File: config.mk
export PLATFORM = sky130hd
export DESIGN_NAME = vga_box_render
export DESIGN_NICKNAME = d
export VERILOG_FILES = /design/src/rtl/vga_pkg.sv /design/src/rtl/vga_box_motion.sv /design/src/rtl/vga_box_render.sv
export SDC_FILE = /design/constraint.sdc
export NUM_CORES = 1
export LEC_CHECK = 0
export BUFFER_PORTS_ARGS = -buffer_cell sky130_fd_sc_hd__buf_2
export CAP_MARGIN = 20
export CORE_UTILIZATION = 61
export DETAILED_ROUTE_END_ITERATION = 7
export MAX_ROUTING_LAYER = met4
export PLACE_DENSITY = 0.82
export SYNTH_ARGS = -nofsm -noshare
export SYNTH_HDL_FRONTEND = slang
export SYNTH_SLANG_ARGS = --single-unit
export TNS_END_PERCENT = 5
File: constraint.sdc
create_clock -name clk -period 3.87 [get_ports clk]
set_clock_uncertainty 0.15 [all_clocks]
set_input_delay 0.1935 -clock clk [delete_from_list [all_inputs] [get_ports clk]]
set_output_delay 0.1935 -clock clk [all_outputs]
set_load 0.03 [all_outputs]
File: src/rtl/vga_pkg.sv
// Shared VGA constants: active area, blanking marker, box direction states, palette.
package vga_pkg;
    localparam int          H_ACTIVE  = 640;
    localparam int          V_ACTIVE  = 480;
    localparam logic [9:0]  PXL_BLANK = 10'h3FF;

    typedef enum logic [1:0] {
        DIR_NE = 2'd0,
        DIR_NW = 2'd1,
        DIR_SE = 2'd2,
        DIR_SW = 2'd3
    } dir_t;

    // Channel masks {r,g,b}; each set bit becomes a full-scale channel.
    localparam logic [2:0] PAL_RED    = 3'b100;
    localparam logic [2:0] PAL_GREEN  = 3'b010;
    localparam logic [2:0] PAL_BLUE   = 3'b001;
    localparam logic [2:0] PAL_YELLOW = 3'b110;

    function automatic logic [2:0] palette_mask(input logic [1:0] idx);
        case (idx)
            2'd0:    return PAL_RED;
            2'd1:    return PAL_GREEN;
            2'd2:    return PAL_BLUE;
            default: return PAL_YELLOW;
        endcase
    endfunction

    function automatic dir_t make_dir(input logic east, input logic south);
        case ({south, east})
            2'b00:   return DIR_NW;
            2'b01:   return DIR_NE;
            2'b10:   return DIR_SW;
            default: return DIR_SE;
        endcase
    endfunction
endpackage

File: src/rtl/vga_box_motion.sv
// Once-per-frame box motion: vsync falling-edge tick, bounce direction FSM, position, frame counter.
// state  | meaning
// DIR_NE | moving +x, -y
// DIR_NW | moving -x, -y
// DIR_SE | moving +x, +y
// DIR_SW | moving -x, +y
module vga_box_motion
    import vga_pkg::*;
#(
    parameter int BOX_W = 64,
    parameter int BOX_H = 48,
    parameter int STEP  = 2
) (
    input  logic       clk,
    input  logic       rst,
    input  logic       pix_ce,
    input  logic       run,
    input  logic       vsync,
    output logic [9:0] box_x,
    output logic [9:0] box_y,
    output logic [7:0] frame_cnt
);
    logic       vsync_q;
    logic       tick;
    dir_t       dir, dir_nxt;
    logic [9:0] box_x_nxt, box_y_nxt;
    logic       east, south, east_nxt, south_nxt;

    assign tick = pix_ce & vsync_q & ~vsync;

    always_ff @(posedge clk or negedge rst) begin
        if (!rst) begin
            vsync_q   <= 1'b0;
            frame_cnt <= '0;
            dir       <= DIR_SE;
            box_x     <= '0;
            box_y     <= '0;
        end else if (pix_ce) begin
            vsync_q <= vsync;
            if (tick) begin
                frame_cnt <= frame_cnt + 8'd1;
                if (run) begin
                    dir   <= dir_nxt;
                    box_x <= box_x_nxt;
                    box_y <= box_y_nxt;
                end
            end
        end
    end

    // 11-bit far-edge sums so the overflow compare cannot wrap.
    always_comb begin
        east      = (dir == DIR_NE) || (dir == DIR_SE);
        south     = (dir == DIR_SE) || (dir == DIR_SW);
        east_nxt  = east;
        south_nxt = south;
        box_x_nxt = box_x;
        box_y_nxt = box_y;

        if (east) begin
            if ({1'b0, box_x} + 11'(STEP) + 11'(BOX_W) > 11'(H_ACTIVE)) begin
                box_x_nxt = 10'(H_ACTIVE - BOX_W);
                east_nxt  = 1'b0;
            end else begin
                box_x_nxt = box_x + 10'(STEP);
            end
        end else if (box_x < 10'(STEP)) begin
            box_x_nxt = '0;
            east_nxt  = 1'b1;
        end else begin
            box_x_nxt = box_x - 10'(STEP);
        end

        if (south) begin
            if ({1'b0, box_y} + 11'(STEP) + 11'(BOX_H) > 11'(V_ACTIVE)) begin
                box_y_nxt = 10'(V_ACTIVE - BOX_H);
                south_nxt = 1'b0;
            end else begin
                box_y_nxt = box_y + 10'(STEP);
            end
        end else if (box_y < 10'(STEP)) begin
            box_y_nxt = '0;
            south_nxt = 1'b1;
        end else begin
            box_y_nxt = box_y - 10'(STEP);
        end

        dir_nxt = make_dir(east_nxt, south_nxt);
    end
endmodule

File: src/rtl/vga_box_render.sv
// Bouncing bordered box renderer: 2-strobe pixel pipeline with colour mux and delayed syncs.
module vga_box_render
    import vga_pkg::*;
#(
    parameter int CW     = 4,
    parameter int BOX_W  = 64,
    parameter int BOX_H  = 48,
    parameter int STEP   = 2,
    parameter int BORDER = 2
) (
    input  logic          clk,
    input  logic          rst,
    input  logic          pix_ce,
    input  logic          run,
    input  logic [9:0]    x_pxl,
    input  logic [9:0]    y_pxl,
    input  logic          href,
    input  logic          vsync,
    output logic [CW-1:0] r,
    output logic [CW-1:0] g,
    output logic [CW-1:0] b,
    output logic          href_o,
    output logic          vsync_o,
    output logic [7:0]    frame_cnt
);
    logic [9:0]    box_x, box_y;
    logic [10:0]   x11, y11, bx11, by11;
    logic          vis, in_box, in_border;
    logic          s1_vis, s1_in_box, s1_in_border, s1_href, s1_vsync;
    logic [2:0]    pal;
    logic [CW-1:0] r_nxt, g_nxt, b_nxt;

    vga_box_motion #(.BOX_W(BOX_W), .BOX_H(BOX_H), .STEP(STEP)) u_motion (
        .clk       (clk),
        .rst       (rst),
        .pix_ce    (pix_ce),
        .run       (run),
        .vsync     (vsync),
        .box_x     (box_x),
        .box_y     (box_y),
        .frame_cnt (frame_cnt)
    );

    assign x11  = {1'b0, x_pxl};
    assign y11  = {1'b0, y_pxl};
    assign bx11 = {1'b0, box_x};
    assign by11 = {1'b0, box_y};

    assign vis       = (x_pxl != PXL_BLANK) && (y_pxl != PXL_BLANK);
    assign in_box    = (x11 >= bx11) && (x11 < bx11 + 11'(BOX_W)) &&
                       (y11 >= by11) && (y11 < by11 + 11'(BOX_H));
    assign in_border = in_box &&
                       ((x11 <  bx11 + 11'(BORDER)) || (x11 >= bx11 + 11'(BOX_W - BORDER)) ||
                        (y11 <  by11 + 11'(BORDER)) || (y11 >= by11 + 11'(BOX_H - BORDER)));

    always_comb begin
        pal   = palette_mask(frame_cnt[7:6]);
        r_nxt = '0;
        g_nxt = '0;
        b_nxt = {1'b0, {(CW-1){1'b1}}};
        if (!s1_vis) begin
            b_nxt = '0;
        end else if (s1_in_border) begin
            r_nxt = '1;
            g_nxt = '1;
            b_nxt = '1;
        end else if (s1_in_box) begin
            r_nxt = {CW{pal[2]}};
            g_nxt = {CW{pal[1]}};
            b_nxt = {CW{pal[0]}};
        end
    end

    always_ff @(posedge clk or negedge rst) begin
        if (!rst) begin
            s1_vis       <= 1'b0;
            s1_in_box    <= 1'b0;
            s1_in_border <= 1'b0;
            s1_href      <= 1'b0;
            s1_vsync     <= 1'b0;
            r            <= '0;
            g            <= '0;
            b            <= '0;
            href_o       <= 1'b0;
            vsync_o      <= 1'b0;
        end else if (pix_ce) begin
            s1_vis       <= vis;
            s1_in_box    <= in_box;
            s1_in_border <= in_border;
            s1_href      <= href;
            s1_vsync     <= vsync;
            r            <= r_nxt;
            g            <= g_nxt;
            b            <= b_nxt;
            href_o       <= s1_href;
            vsync_o      <= s1_vsync;
        end
    end
endmodule

==> metrics.txt, run 1 <==
# TYPE chip_impl_metric gauge
chip_impl_metric{name="fp.coreArea",unit="µm²"} 7330
chip_impl_metric{name="hold_violation_count_in_the_final_report",unit=""} 0
chip_impl_metric{name="power_share_of_the_sequential_group",unit=""} 0.239
chip_impl_metric{name="fraction_of_the_cycle_the_final_worst_path_needs",unit=""} 0.849
chip_impl_metric{name="grt_util_all_layers",unit=""} 0.325
chip_impl_metric{name="grt-ovfl-total",unit=""} 0
chip_impl_metric{name="yosys_warnings",unit=""} 0
chip_impl_metric{name="clock_share_of_power",unit=""} 0.133
chip_impl_info{name="run_status",value="completed"} 1
chip_impl_metric{name="synth.cell_area",unit="µm²"} 4680
chip_impl_metric{name="timing.max_slew.rel_slack",unit=""} 0.398
chip_impl_metric{name="largest_net_degree_at_the_start_of_global_routing",unit=""} 40
chip_impl_metric{name="power_per_cell_area",unit="nW/µm²"} 619
chip_impl_metric{name="yosys_register_bits",unit=""} 39
chip_impl_metric{name="row_count",unit=""} 31
chip_impl_metric{name="drv.max_cap_violation_count",unit=""} 0
chip_impl_info{name="largest_cells_by_area_after_synthesis",value="sky130_fd_sc_hd__ha_1 21%, sky130_fd_sc_hd__dfrtp_1 20%, sky130_fd_sc_hd__xnor2_1 6.4%"} 1
chip_impl_metric{name="initial_core_util",unit=""} 0.638
chip_impl_metric{name="grt_pass1_vias",unit=""} 4075
chip_impl_metric{name="place.gp.congestion",unit=""} 0.936
chip_impl_metric{name="clock_insertion_delay_worst_skew",unit="ns"} 0.30
chip_impl_metric{name="post_route_cells_drive_above_1_share",unit=""} 0.131
chip_impl_info{name="startpoint_of_the_worst_slack_reg_to_reg_timing_path",value="u_motion.box_x[1]$_DFFE_PN0P_"} 1
chip_impl_info{name="crit_path_start",value="u_motion.box_x[1]$_DFFE_PN0P_"} 1
chip_impl_metric{name="drt-wirelength-per-cell",unit="µm"} 17.4
chip_impl_metric{name="netlist_instances",unit=""} 566
chip_impl_info{name="crit_path_frequent_cell",value="sky130_fd_sc_hd__ha_1"} 1
chip_impl_metric{name="flow.area_growth_from_synthesis",unit="%"} 7.06
chip_impl_metric{name="p_int",unit="W"} 0.00159
chip_impl_metric{name="part_of_the_power_in_combinational_logic",unit=""} 0.627
chip_impl_metric{name="cts_num_sinks",unit=""} 39
chip_impl_metric{name="final-max-slew-violation-count",unit=""} 0
chip_impl_metric{name="synth_enable_flop_cells",unit=""} 0
chip_impl_info{name="synth_ff_type",value="sky130_fd_sc_hd__dfrtp_1"} 1
chip_impl_metric{name="drc",unit=""} 0
chip_impl_info{name="worstPathCellList",value="ha_1 -> nand4_1 -> o21ai_0 -> and2_1 -> ha_1 -> nand2_1 -> nor3_1 -> a31oi_1 -> o31a_2 -> o22ai_4 -> a211oi_2 -> a211o_1"} 1
chip_impl_metric{name="num-nets-final",unit=""} 693
chip_impl_metric{name="total_nets_after_synthesis",unit=""} 671
chip_impl_metric{name="ctsHtreeMaxLevel",unit=""} 2
chip_impl_metric{name="die_w",unit="µm"} 89.6
chip_impl_metric{name="detail_route.wirelength",unit="µm"} 12000
chip_impl_metric{name="ys_async_sr_fraction",unit=""} 1.00
chip_impl_metric{name="slew_at_the_pin_with_the_worst_max_slew_slack",unit="ns"} 0.903
chip_impl_metric{name="max_root_sink_buffers",unit=""} 2
chip_impl_info{name="hold_path_startpoint",value="pix_ce"} 1
chip_impl_info{name="criticalPathCategory",value="reg2reg"} 1
chip_impl_metric{name="vdd_ir_drop_max",unit="µV"} 367
chip_impl_metric{name="syn-mean-instance-area",unit="µm²"} 8.27
chip_impl_metric{name="cp_slowest_stage_delay",unit="ns"} 0.54
chip_impl_info{name="worst_path_dominant_cell_family",value="compound AO/OA/AOI/OAI gates"} 1
chip_impl_metric{name="post-layout-total-power",unit="W"} 0.00310
chip_impl_metric{name="n_antenna_cell",unit=""} 0
chip_impl_metric{name="crit_path_max_fanout",unit=""} 10
chip_impl_metric{name="timing.setup.tns",unit="ns"} 0
chip_impl_metric{name="ff2ff_setup_slack",unit="ns"} 0.59
chip_impl_metric{name="dr_total_vias",unit=""} 4395
chip_impl_metric{name="crit_arrival",unit="ns"} 3.33
chip_impl_metric{name="yosysUniqueCellTypes",unit=""} 67
chip_impl_metric{name="critical_path_required",unit="ns"} 3.92
chip_impl_info{name="hp-class",value="in2reg"} 1
chip_impl_metric{name="cts_buffers",unit=""} 5
chip_impl_metric{name="die_h",unit="µm"} 89.6
chip_impl_metric{name="sequential_fraction_of_the_synthesis_area",unit=""} 0.209
chip_impl_info{name="clock_tree_from_tritoncts",value="built"} 1
chip_impl_info{name="synth.largest_area_cell",value="sky130_fd_sc_hd__ha_1"} 1
chip_impl_metric{name="path_buf_inv",unit=""} 0
chip_impl_metric{name="io_pins",unit=""} 48
chip_impl_metric{name="route.antenna.remaining_nets",unit=""} 0
chip_impl_metric{name="detail_route.vias_per_cell",unit=""} 6.39
chip_impl_metric{name="leakagePower",unit="nW"} 2.29
chip_impl_metric{name="floorplan.die_area",unit="µm²"} 8020
chip_impl_metric{name="hold_slack",unit="ns"} 0.177
chip_impl_metric{name="p_switching",unit="W"} 0.00151
chip_impl_metric{name="antenna_found_initial",unit=""} 0
chip_impl_metric{name="drt-pass1-iter-count",unit=""} 4
chip_impl_metric{name="fraction_of_synthesized_cell_area_taken_by_the_top_area_cell_type",unit=""} 0.211
chip_impl_info{name="synth_top_cells_by_count",value="79 x sky130_fd_sc_hd__ha_1, 40 x sky130_fd_sc_hd__nand2_1, 39 x sky130_fd_sc_hd__inv_1"} 1
chip_impl_info{name="worst_setup_path_start_kind",value="flop"} 1
chip_impl_metric{name="drt_iter0_drc",unit=""} 220
chip_impl_metric{name="cts.reportedPaths.clkPinSlew",unit="ns"} 0.08
chip_impl_metric{name="wire_length_of_the_first_global_routing_pass",unit="µm"} 19300
chip_impl_metric{name="portBuffers",unit=""} 47
chip_impl_info{name="unrepaired_setup_endpoints_after_global_routing",value="no"} 1
chip_impl_metric{name="fin_crit",unit="ns"} 3.28
chip_impl_info{name="clock-root-buffer",value="sky130_fd_sc_hd__clkbuf_8"} 1
chip_impl_info{name="critical_path.slowest_cell",value="sky130_fd_sc_hd__dfrtp_1"} 1
chip_impl_info{name="most_frequent_cell_after_synthesis",value="sky130_fd_sc_hd__ha_1"} 1
chip_impl_metric{name="dp_hpwl",unit="µm"} 9100
chip_impl_info{name="endpoint_kind",value="flop"} 1
chip_impl_metric{name="sw_frac_of_total",unit=""} 0.488
chip_impl_metric{name="max_freq",unit="MHz"} 304
chip_impl_metric{name="setup_viol",unit=""} 0
## area by class of cell
type                       count  area, µm²
fill                         631       2320
multi-input combinational    445       3320
inverter                      43        161
clock buffer                   6       72.6
tap                           99        124
clock inverter                 2       60.1
sequential                    39        977
timing repair buffer          54        295
## logic make-up after synthesis
group	synth area share
multiplexers	0.0118
XOR/XNOR	0.0834
AO/OA/AOI/OAI	0.224
flip-flops	0.209
adder cells (fa/ha/maj)	0.211
buffers and inverters	0.0818
AND/OR/NAND/NOR	0.179
## worst reg2reg max path: cells and delay by family (launching register included)
kind            cells  cell delay, ns
compound gates      6            1.39
simple gates        4            0.63
fa+ha+maj           2            0.48
flops               1            0.54
## final timing paths
check	endpoint	cells past startpoint
max in group asynchronous	u_motion.frame_cnt[3]$_DFFE_PN0P_	2
min in group asynchronous	u_motion.box_x[2]$_DFFE_PN0P_	2
hold reg to reg	u_motion.frame_cnt[3]$_DFFE_PN0P_	1
setup reg to reg	u_motion.box_x[9]$_DFFE_PN0P_	12
hold / removal	s1_in_box$_DFFE_PN0P_	2
setup / recovery	u_motion.box_x[9]$_DFFE_PN0P_	12
## flip-flops by register name (all words and copies together) (netlist names)
name	cells
s1_vis	1
href_o	1
s1_href	1
r	1
s1_in_box	1
u_motion.dir	2
s1_vsync	1
u_motion.frame_cnt	8
vsync_o	1
u_motion.box_y	9
b	2
u_motion.box_x	9
g	1
s1_in_border	1
## cell usage in the layout, fill, tap and decap left out, types with 5 or more instances in the layout
cell type and count:
sky130_fd_sc_hd__and3_1 5, sky130_fd_sc_hd__inv_1 39, sky130_fd_sc_hd__a31oi_1 6, sky130_fd_sc_hd__buf_2 47, sky130_fd_sc_hd__nand3_1 18, sky130_fd_sc_hd__a21oi_1 35
sky130_fd_sc_hd__o22ai_1 5, sky130_fd_sc_hd__o311ai_1 6, sky130_fd_sc_hd__o21a_1 5, sky130_fd_sc_hd__a21o_1 10, sky130_fd_sc_hd__xor2_1 5, sky130_fd_sc_hd__clkbuf_8 5
sky130_fd_sc_hd__o211ai_1 5, sky130_fd_sc_hd__o21ai_0 36, sky130_fd_sc_hd__and4_1 5, sky130_fd_sc_hd__nor3_1 13, sky130_fd_sc_hd__nand2_1 40, sky130_fd_sc_hd__nand2b_1 9
sky130_fd_sc_hd__dfrtp_1 38, sky130_fd_sc_hd__nand4_1 13, sky130_fd_sc_hd__ha_1 79, sky130_fd_sc_hd__nor2_1 35, sky130_fd_sc_hd__nor4_1 7, sky130_fd_sc_hd__xnor2_1 34
## per-stage QoR
stage                     instance area [µm²]   util  setup WS, ns  cells
after floorplan                          4680      -          1.06    566
after global placement                   4850  0.661         0.736    677
after detailed placement                 4850  0.661         0.643    677
after CTS                                5010  0.683         0.608    688
after global routing                     5010  0.683         0.297    688
final                                    5010  0.683         0.585    688
## what timing repair did
action	CTS	global route
gates resized for setup	0	0
endpoints found under the hold margin	40	0
buffers inserted	0	0
hold buffers	3	0
## power by group through the flow
stage	Clock [W]	Sequential [W]	Combinational (W)
floorplan	0	0.000653	0.00156
global placement	0	0.000735	0.00184
detailed placement	0	0.000741	0.00191
CTS	0.000415	0.000735	0.00193
global route	0.000428	0.000766	0.00219
finish	0.000414	0.000743	0.00194
## routing by layer
layer | up-vias | part of all wire | track usage
li1 | 2106 | - | -
met1 | 2065 | 0.40 | 0.382
met2 | 189 | 0.50 | 0.563
met3 | 35 | 0.060 | 0.0302
met4 | 0 | 0.034 | 0.144
met5 | - | 0 | -
Note: power is estimated with default switching activity, not from simulation.
==> run 2, diff against run 1 <==
--- a/config.mk
+++ b/config.mk
@@ -7,10 +7,10 @@
 export LEC_CHECK = 0
 export BUFFER_PORTS_ARGS = -buffer_cell sky130_fd_sc_hd__buf_2
 export CAP_MARGIN = 20
-export CORE_UTILIZATION = 61
+export CORE_UTILIZATION = 55
 export DETAILED_ROUTE_END_ITERATION = 7
 export MAX_ROUTING_LAYER = met4
-export PLACE_DENSITY = 0.82
+export PLACE_DENSITY = 0.78
 export SYNTH_ARGS = -nofsm -noshare
 export SYNTH_HDL_FRONTEND = slang
 export SYNTH_SLANG_ARGS = --single-unit
==> constraint.sdc (replaced) <==
create_clock -name clk -period 2.7 [get_ports clk]
set_clock_uncertainty 0.15 [all_clocks]
set_input_delay 0.135 -clock clk [delete_from_list [all_inputs] [get_ports clk]]
set_output_delay 0.135 -clock clk [all_outputs]
set_load 0.03 [all_outputs]
==> metrics.txt, run 2 (synthesis results as in run 1) <==
# TYPE chip_impl_metric gauge
chip_impl_info{name="run_status",value="finished with violations"} 1
chip_impl_info{name="failed_checks",value="negative setup slack"} 1
chip_impl_metric{name="fp.coreArea",unit="µm²"} 8220
chip_impl_metric{name="grt_util_all_layers",unit=""} 0.314
chip_impl_info{name="worstPathCellList",value="ha_4 -> nand4_1 -> or3_1 -> and2_4 -> inv_2 -> ha_1 -> inv_1 -> a31oi_1 -> o31a_2 -> o22ai_4 -> nand2_4 -> o311ai_1"} 1
chip_impl_metric{name="crit_path_max_fanout",unit=""} 5
chip_impl_info{name="final_common_cell",value="sky130_fd_sc_hd__ha_1"} 1
chip_impl_metric{name="cp_slowest_stage_delay",unit="ns"} 0.41
chip_impl_metric{name="vdd_ir_drop_max",unit="µV"} 558
chip_impl_metric{name="place.detailed.instances",unit=""} 747
chip_impl_metric{name="flow.area_growth_from_synthesis",unit="%"} 20.1
chip_impl_info{name="worst_setup_path_start_kind",value="flop"} 1
chip_impl_metric{name="max_root_sink_buffers",unit=""} 2
chip_impl_metric{name="detail_route.wirelength",unit="µm"} 13200
chip_impl_info{name="hold_path_startpoint",value="pix_ce"} 1
chip_impl_metric{name="initial_core_util",unit=""} 0.569
chip_impl_metric{name="hold_violation_count_in_the_final_report",unit=""} 0
chip_impl_metric{name="die_h",unit="µm"} 94.2
chip_impl_info{name="critical_path.slowest_cell",value="sky130_fd_sc_hd__dfrtp_1"} 1
chip_impl_metric{name="cts_buffers",unit=""} 5
chip_impl_info{name="startpoint_of_the_worst_slack_reg_to_reg_timing_path",value="u_motion.box_x[1]$_DFFE_PN0P_"} 1
chip_impl_info{name="unrepaired_setup_endpoints_after_global_routing",value="yes"} 1
chip_impl_metric{name="ff2ff_setup_slack",unit="ns"} -0.15
chip_impl_info{name="criticalPathCategory",value="reg2reg"} 1
chip_impl_metric{name="p_int",unit="W"} 0.00267
chip_impl_metric{name="postPlaceCellArea",unit="µm²"} 5350
chip_impl_info{name="clock-root-buffer",value="sky130_fd_sc_hd__clkbuf_8"} 1
chip_impl_metric{name="cts.reportedPaths.clkPinSlew",unit="ns"} 0.08
chip_impl_metric{name="n_antenna_cell",unit=""} 0
chip_impl_info{name="endpoint_kind",value="flop"} 1
chip_impl_metric{name="wire_length_of_the_first_global_routing_pass",unit="µm"} 21200
chip_impl_metric{name="power_share_of_the_sequential_group",unit=""} 0.179
chip_impl_metric{name="crit_arrival",unit="ns"} 2.90
chip_impl_info{name="critical_path.reg2reg.endpoint",value="u_motion.box_x[4]$_DFFE_PN0P_"} 1
chip_impl_metric{name="clock_insertion_delay_worst_skew",unit="ns"} 0.30
chip_impl_metric{name="part_of_the_power_in_combinational_logic",unit=""} 0.721
chip_impl_metric{name="grt_pass1_vias",unit=""} 4462
chip_impl_metric{name="largest_net_degree_at_the_start_of_global_routing",unit=""} 40
chip_impl_info{name="hp-class",value="in2reg"} 1
chip_impl_metric{name="drc",unit=""} 0
chip_impl_metric{name="die_w",unit="µm"} 94.2
chip_impl_metric{name="fraction_of_the_cycle_the_final_worst_path_needs",unit=""} 1.06
chip_impl_metric{name="cts_num_sinks",unit=""} 39
chip_impl_metric{name="detail_route.vias_per_cell",unit=""} 6.22
chip_impl_metric{name="slew_at_the_pin_with_the_worst_max_slew_slack",unit="ns"} 0.935
chip_impl_metric{name="timing.max_slew.rel_slack",unit=""} 0.377
chip_impl_metric{name="sw_frac_of_total",unit=""} 0.473
chip_impl_metric{name="drt-wirelength-per-cell",unit="µm"} 17.3
chip_impl_metric{name="ctsHtreeMaxLevel",unit=""} 2
chip_impl_metric{name="drt_iter0_drc",unit=""} 299
chip_impl_metric{name="io_pins",unit=""} 48
chip_impl_metric{name="row_count",unit=""} 33
chip_impl_metric{name="final-max-slew-violation-count",unit=""} 0
chip_impl_metric{name="critical_path_required",unit="ns"} 2.75
chip_impl_metric{name="leakagePower",unit="nW"} 2.65
chip_impl_metric{name="route.antenna.remaining_nets",unit=""} 0
chip_impl_metric{name="fin_area",unit="µm²"} 5620
chip_impl_metric{name="fin_crit",unit="ns"} 2.85
chip_impl_metric{name="max_freq",unit="MHz"} 351
chip_impl_metric{name="post_route_cells_drive_above_1_share",unit=""} 0.252
chip_impl_info{name="largestRegisters",value="u_motion.box_x: 9 flops, u_motion.box_y: 9 flops, u_motion.frame_cnt: 8 flops"} 1
chip_impl_metric{name="p_switching",unit="W"} 0.00240
chip_impl_metric{name="place.gp.congestion",unit=""} 0.936
chip_impl_metric{name="setup_viol",unit=""} 11
chip_impl_info{name="final_cell_mix",value="76 x sky130_fd_sc_hd__ha_1, 70 x sky130_fd_sc_hd__buf_4, 47 x sky130_fd_sc_hd__buf_2"} 1
chip_impl_metric{name="power_per_cell_area",unit="nW/µm²"} 903
chip_impl_metric{name="clock_share_of_power",unit=""} 0.100
chip_impl_metric{name="setup_ws",unit="ns"} -0.149
chip_impl_metric{name="worst_r2r_path_depth",unit=""} 12
chip_impl_metric{name="grt-ovfl-total",unit=""} 0
chip_impl_metric{name="layout.core_utilization",unit=""} 0.684
chip_impl_metric{name="dr_total_vias",unit=""} 4737
chip_impl_metric{name="min_delay_path_depth",unit=""} 2
chip_impl_metric{name="portBuffers",unit=""} 47
chip_impl_metric{name="fill_cells",unit=""} 675
chip_impl_info{name="clock_tree_from_tritoncts",value="built"} 1
chip_impl_metric{name="num-nets-final",unit=""} 760
chip_impl_metric{name="floorplan.die_area",unit="µm²"} 8880
chip_impl_metric{name="drv.max_cap_violation_count",unit=""} 0
chip_impl_metric{name="final_cells",unit=""} 761
chip_impl_metric{name="hold_slack",unit="ns"} 0.0975
chip_impl_metric{name="dp_hpwl",unit="µm"} 10400
chip_impl_metric{name="antenna_found_initial",unit=""} 0
chip_impl_metric{name="drt-pass1-iter-count",unit=""} 5
chip_impl_metric{name="detailedPlace.worstSlack",unit="ns"} -0.116
chip_impl_info{name="worst_hold_path.endpoint",value="s1_in_box$_DFFE_PN0P_"} 1
==> run 2: cell count changes in the layout (fill, tap and decap cells not counted), sizes merged <==
cell / previous run / this run
buf: 51 / 118
bufinv: 2 / 1
clkbuf: 6 / 5
clkinv: 2 / 4
==> run 2: what timing repair did <==
action / in CTS / in global routing
gates resized for setup: 11 / 14
hold buffers: 3 / 0
gates cloned: 0 / 0
buffers inserted: 3 / 0
setup endpoints to repair: 14 / 19
hold endpoints to repair: 40 / 0
pin swaps: 7 / 4
==> run 2: area by class of cell <==
type,instances,area (µm²),share of cell area
Inverter,43,161,0.0287
Sequential cell,39,978,0.174
Timing Repair Buffer,121,802,0.143
Tap cell,105,131,0.0234
Clock buffer,5,68.8,0.0122
Clock inverter,3,43.8,0.00780
Multi-Input combinational cell,445,3430,0.611
==> run 2: critical path: cells and delay by family (launching register included) <==
kind,cells,cell delay (ns)
buffers and inverters,2,0.09
adder cells (fa/ha/maj),2,0.36
AND/OR/NAND/NOR,4,0.83
AO/OA/AOI/OAI,4,0.90
flip-flops,1,0.41
==> run 2: through the flow <==
step	setup TNS, ns	power, W
floorplan	-0.0202	0.00319
global placement	-0.0369	0.00420
detailed placement	-0.743	0.00434
CTS	-0.583	0.00496
global route	-2.64	0.00550
finish	-1.09	0.00507
==> run 2: power groups by stage <==
stage	Clock (W)	Sequential, W	Combinational (W)
6_report	0.000509	0.000907	0.00365
4_1_cts	0.000511	0.000903	0.00355
2_1_floorplan	0	0.000944	0.00225
5_1_grt	0.000542	0.000935	0.00402
3_3_place_gp	0	0.000909	0.00329
3_5_place_dp	0	0.000915	0.00343
==> run 2: how the worst max path moves through the flow <==
| stage | start | to | slack (ns) |
|---|---|---|---|
| 5_1_grt | u_motion.box_x[1]$_DFFE_PN0P_ | u_motion.box_x[2]$_DFFE_PN0P_ | -0.29 |
| 2_1_floorplan | u_motion.box_x[2]$_DFFE_PN0P_ | u_motion.box_x[9]$_DFFE_PN0P_ | -0.02 |
| 6_report | u_motion.box_x[1]$_DFFE_PN0P_ | u_motion.box_x[4]$_DFFE_PN0P_ | -0.15 |
| 3_5_place_dp | u_motion.box_x[1]$_DFFE_PN0P_ | u_motion.box_x[1]$_DFFE_PN0P_ | -0.12 |
| 3_3_place_gp | u_motion.box_y[1]$_DFFE_PN0P_ | s1_in_border$_DFFE_PN0P_ | -0.02 |
| 4_1_cts | u_motion.box_x[1]$_DFFE_PN0P_ | u_motion.box_x[9]$_DFFE_PN0P_ | -0.09 |
==> run 2: routing by layer <==
layer	vias to the layer above	routed length (µm)	global-route usage	share of wire
met2	216	6230	0.517	0.47
met5	-	0	-	0
li1	2245	-	-	-
met1	2240	5720	0.397	0.43
met4	0	289	0.0962	0.022
met3	36	954	0.0461	0.072
==> run 3, diff against run 2 <==
--- a/config.mk
+++ b/config.mk
@@ -5,6 +5,7 @@
 export SDC_FILE = /design/constraint.sdc
 export NUM_CORES = 1
 export LEC_CHECK = 0
+export ABC_AREA = 1
 export BUFFER_PORTS_ARGS = -buffer_cell sky130_fd_sc_hd__buf_2
 export CAP_MARGIN = 20
 export CORE_UTILIZATION = 55
==> constraint.sdc (replaced) <==
create_clock -name clk -period 2.7 [get_ports clk]
set_clock_uncertainty 0.15 [all_clocks]
set_input_delay 0.135 -clock clk [delete_from_list [all_inputs] [get_ports clk]]
set_output_delay 0.135 -clock clk [all_outputs]
set_load 0.005 [all_outputs]
==> metrics.txt, run 3 <==
# TYPE chip_impl_metric gauge
chip_impl_metric{name="max_freq",unit="MHz"} 392
chip_impl_info{name="synth_top_cells_by_count",value="132 x sky130_fd_sc_hd__nand2_1, 79 x sky130_fd_sc_hd__ha_1, 75 x sky130_fd_sc_hd__inv_1"} 1
chip_impl_metric{name="max_root_sink_buffers",unit=""} 2
chip_impl_metric{name="grt_util_all_layers",unit=""} 0.290
chip_impl_metric{name="largest_net_degree_at_the_start_of_global_routing",unit=""} 40
chip_impl_metric{name="fraction_of_synthesized_cell_area_taken_by_the_top_area_cell_type",unit=""} 0.208
chip_impl_metric{name="fraction_of_the_cycle_the_final_worst_path_needs",unit=""} 0.944
chip_impl_metric{name="grt-ovfl-total",unit=""} 0
chip_impl_metric{name="detail_route.wirelength",unit="µm"} 12300
chip_impl_metric{name="timing.setup.tns",unit="ns"} 0
chip_impl_info{name="hp-class",value="in2reg"} 1
chip_impl_metric{name="route.antenna.remaining_nets",unit=""} 0
chip_impl_metric{name="final_cells",unit=""} 809
chip_impl_info{name="worst_setup_path_start_kind",value="flop"} 1
chip_impl_metric{name="synth_xor_area_frac",unit=""} 0.0763
chip_impl_info{name="most_frequent_cell_after_synthesis",value="sky130_fd_sc_hd__nand2_1"} 1
chip_impl_metric{name="layout.core_utilization",unit=""} 0.634
chip_impl_metric{name="timing.max_slew.rel_slack",unit=""} 0.381
chip_impl_metric{name="fill_cells",unit=""} 722
chip_impl_metric{name="netlist_instances",unit=""} 649
chip_impl_metric{name="cts.reportedPaths.clkPinSlew",unit="ns"} 0.08
chip_impl_info{name="startpoint_of_the_worst_slack_reg_to_reg_timing_path",value="u_motion.box_x[1]$_DFFE_PN0P_"} 1
chip_impl_metric{name="hold_violation_count_in_the_final_report",unit=""} 0
chip_impl_metric{name="die_w",unit="µm"} 94.9
chip_impl_metric{name="flow.area_growth_from_synthesis",unit="%"} 11.0
chip_impl_metric{name="slew_at_the_pin_with_the_worst_max_slew_slack",unit="ns"} 0.929
chip_impl_metric{name="drt-pass1-iter-count",unit=""} 7
chip_impl_metric{name="crit_arrival",unit="ns"} 2.58
chip_impl_info{name="largestRegisters",value="u_motion.box_x: 9 flops, u_motion.box_y: 9 flops, u_motion.frame_cnt: 8 flops"} 1
chip_impl_metric{name="yosys.area_share.simple",unit=""} 0.286
chip_impl_metric{name="row_count",unit=""} 33
chip_impl_metric{name="ys_async_sr_fraction",unit=""} 1.00
chip_impl_info{name="final_common_cell",value="sky130_fd_sc_hd__nand2_1"} 1
chip_impl_metric{name="yosys_warnings",unit=""} 0
chip_impl_metric{name="ctsHtreeMaxLevel",unit=""} 2
chip_impl_info{name="run_status",value="completed"} 1
chip_impl_metric{name="drt-wirelength-per-cell",unit="µm"} 15.2
chip_impl_info{name="synth_ff_type",value="sky130_fd_sc_hd__dfrtp_1"} 1
chip_impl_metric{name="drt_iter0_drc",unit=""} 372
chip_impl_metric{name="place.detailed.instances",unit=""} 793
chip_impl_metric{name="cts_num_sinks",unit=""} 39
chip_impl_metric{name="detail_route.vias_per_cell",unit=""} 5.64
chip_impl_info{name="criticalPathCategory",value="reg2reg"} 1
chip_impl_metric{name="initial_core_util",unit=""} 0.571
chip_impl_metric{name="cts_buffers",unit=""} 5
chip_impl_metric{name="floorplan.die_area",unit="µm²"} 9000
chip_impl_metric{name="critical_path_required",unit="ns"} 2.73
chip_impl_metric{name="dr_total_vias",unit=""} 4565
chip_impl_info{name="largest_family_of_logic_cells_by_synthesized_area",value="simple AND/OR/NAND/NOR gates"} 1
chip_impl_metric{name="n_antenna_cell",unit=""} 0
chip_impl_metric{name="syn-mean-instance-area",unit="µm²"} 7.31
chip_impl_metric{name="worst_r2r_path_depth",unit=""} 13
chip_impl_metric{name="fin_crit",unit="ns"} 2.55
chip_impl_metric{name="num-nets-final",unit=""} 809
chip_impl_info{name="clock-root-buffer",value="sky130_fd_sc_hd__clkbuf_8"} 1
chip_impl_metric{name="sequential_fraction_of_the_synthesis_area",unit=""} 0.206
chip_impl_metric{name="io_pins",unit=""} 48
chip_impl_metric{name="post_route_cells_drive_above_1_share",unit=""} 0.173
chip_impl_metric{name="grt_pass1_vias",unit=""} 4258
chip_impl_metric{name="total_nets_after_synthesis",unit=""} 754
chip_impl_info{name="critical_path.reg2reg.endpoint",value="s1_in_border$_DFFE_PN0P_"} 1
chip_impl_metric{name="antenna_found_initial",unit=""} 0
chip_impl_metric{name="power_per_cell_area",unit="nW/µm²"} 1190
chip_impl_metric{name="ff2ff_setup_slack",unit="ns"} 0.15
chip_impl_info{name="synth.largest_area_cell",value="sky130_fd_sc_hd__ha_1"} 1
chip_impl_metric{name="leakagePower",unit="nW"} 2.81
chip_impl_metric{name="crit_path_max_fanout",unit=""} 8
chip_impl_metric{name="place.gp.congestion",unit=""} 0.963
chip_impl_metric{name="synth_fa_ha_area_frac",unit=""} 0.208
chip_impl_metric{name="synth_mux_area_frac",unit=""} 0
chip_impl_metric{name="dp_hpwl",unit="µm"} 9760
chip_impl_metric{name="drv.max_cap_violation_count",unit=""} 0
chip_impl_metric{name="final-max-slew-violation-count",unit=""} 0
chip_impl_info{name="final_cell_mix",value="129 x sky130_fd_sc_hd__nand2_1, 78 x sky130_fd_sc_hd__ha_1, 72 x sky130_fd_sc_hd__inv_1"} 1
chip_impl_metric{name="synth_compound_gate_area_share",unit=""} 0.130
chip_impl_metric{name="drc",unit=""} 0
chip_impl_metric{name="yosysUniqueCellTypes",unit=""} 46
chip_impl_metric{name="die_h",unit="µm"} 94.9
chip_impl_metric{name="vdd_ir_drop_max",unit="µV"} 491
chip_impl_metric{name="synth_enable_flop_cells",unit=""} 0
chip_impl_info{name="largest_cells_by_area_after_synthesis",value="sky130_fd_sc_hd__ha_1 21%, sky130_fd_sc_hd__dfrtp_1 20%, sky130_fd_sc_hd__nand2_1 10%"} 1
chip_impl_metric{name="portBuffers",unit=""} 47
chip_impl_info{name="endpoint_kind",value="flop"} 1
chip_impl_metric{name="fp.coreArea",unit="µm²"} 8300
chip_impl_metric{name="setup_viol",unit=""} 0
chip_impl_info{name="critPathCapture",value="s1_in_border$_DFFE_PN0P_"} 1
chip_impl_metric{name="wire_length_of_the_first_global_routing_pass",unit="µm"} 19900
chip_impl_info{name="clock_tree_from_tritoncts",value="built"} 1
chip_impl_metric{name="synth.cell_area",unit="µm²"} 4740
chip_impl_metric{name="yosys_register_bits",unit=""} 39
chip_impl_metric{name="clock_insertion_delay_worst_skew",unit="ns"} 0.30
chip_impl_info{name="crit_path_start",value="u_motion.box_x[1]$_DFFE_PN0P_"} 1
## run 3: through the flow
stage | area (µm²) | hold slack, ns | total power (W) | setup WS [ns]
6_report | 5260 | 0.100 | 0.00625 | 0.150
5_1_grt | 5260 | 0.114 | 0.00690 | -0.00719
4_1_cts | 5200 | 0.105 | 0.00605 | 0.0335
3_5_place_dp | 5050 | 0.177 | 0.00561 | 0.0550
3_3_place_gp | 5050 | 0.173 | 0.00544 | 0.126
2_1_floorplan | 4740 | -0.311 | 0.00448 | 0.257
## run 3: power by group
part	internal [W]	leakage, nW	switching (W)
Clock	0.000201	0.0470	0.000210
Combinational	0.00181	2.31	0.00289
Sequential	0.000797	0.453	0.000348
Total	0.00281	2.81	0.00344
## run 3: kinds of logic (layout without fill, tap and decap cells)
family / after synthesis / count (layout)
xor gates and xnor gates: 37 / 37
AOI/OAI and AO/OA: 105 / 105
DFF: 39 / 39
and+or+nand+nor: 287 / 287
buffers and inverters: 102 / 157
adders and majority gates: 79 / 79
## run 3: layout make-up
class | count | area, µm² | share of cell area
Clock buffer | 6 | 82.6 | 0.0157
Inverter | 84 | 315 | 0.0599
Tap cell | 105 | 131 | 0.0250
Clock inverter | 1 | 5.00 | 0.000951
Timing Repair Buffer | 66 | 393 | 0.0747
Multi-Input combinational cell | 508 | 3350 | 0.637
Sequential cell | 39 | 981 | 0.186
## run 3: worst max-delay path, cell delays in order, from the launching register on
cell	delay, ns
sky130_fd_sc_hd__dfrtp_2	0.48
sky130_fd_sc_hd__inv_2	0.12
sky130_fd_sc_hd__ha_1	0.21
sky130_fd_sc_hd__nand4_1	0.20
sky130_fd_sc_hd__nand2_1	0.13
sky130_fd_sc_hd__xor2_1	0.15
sky130_fd_sc_hd__inv_1	0.06
sky130_fd_sc_hd__ha_1	0.28
sky130_fd_sc_hd__nand2_1	0.08
sky130_fd_sc_hd__o21ai_0	0.10
sky130_fd_sc_hd__nor3_1	0.23
sky130_fd_sc_hd__nand4_1	0.12
sky130_fd_sc_hd__nand2_1	0.08
sky130_fd_sc_hd__nand2_1	0.05
## run 3: how the worst min path moves through the flow
stage                     startpoint                           endpoint  slack, ns  depth (start not counted)
after global routing        x_pxl[0]                 s1_vis$_DFFE_PN0P_       0.11                          4
after global placement           rst  u_motion.frame_cnt[0]$_DFFE_PN0P_       0.17                          1
after detailed placement         rst  u_motion.frame_cnt[0]$_DFFE_PN0P_       0.18                          1
after CTS                   x_pxl[0]                 s1_vis$_DFFE_PN0P_       0.10                          4
after floorplan                  rst                   b[2]$_DFFE_PN0P_      -0.31                          0
final                       x_pxl[0]                 s1_vis$_DFFE_PN0P_       0.10                          4
## run 3: metal layers
metal,GRT usage,up-vias,share of wire
li1,-,2257,-
met2,0.457,186,0.46
met5,-,-,0
met1,0.387,2104,0.45
met4,0.0783,0,0.017
met3,0.0395,18,0.070
## run 3: repair_timing
| item | 4_1_cts | 5_1_grt |
|---|---|---|
| gates resized for setup | 0 | 15 |
| hold endpoints to repair | 41 | 0 |
| setup endpoints to repair | 0 | 7 |
| setup buffers | 0 | 3 |
| hold buffers | 6 | 0 |
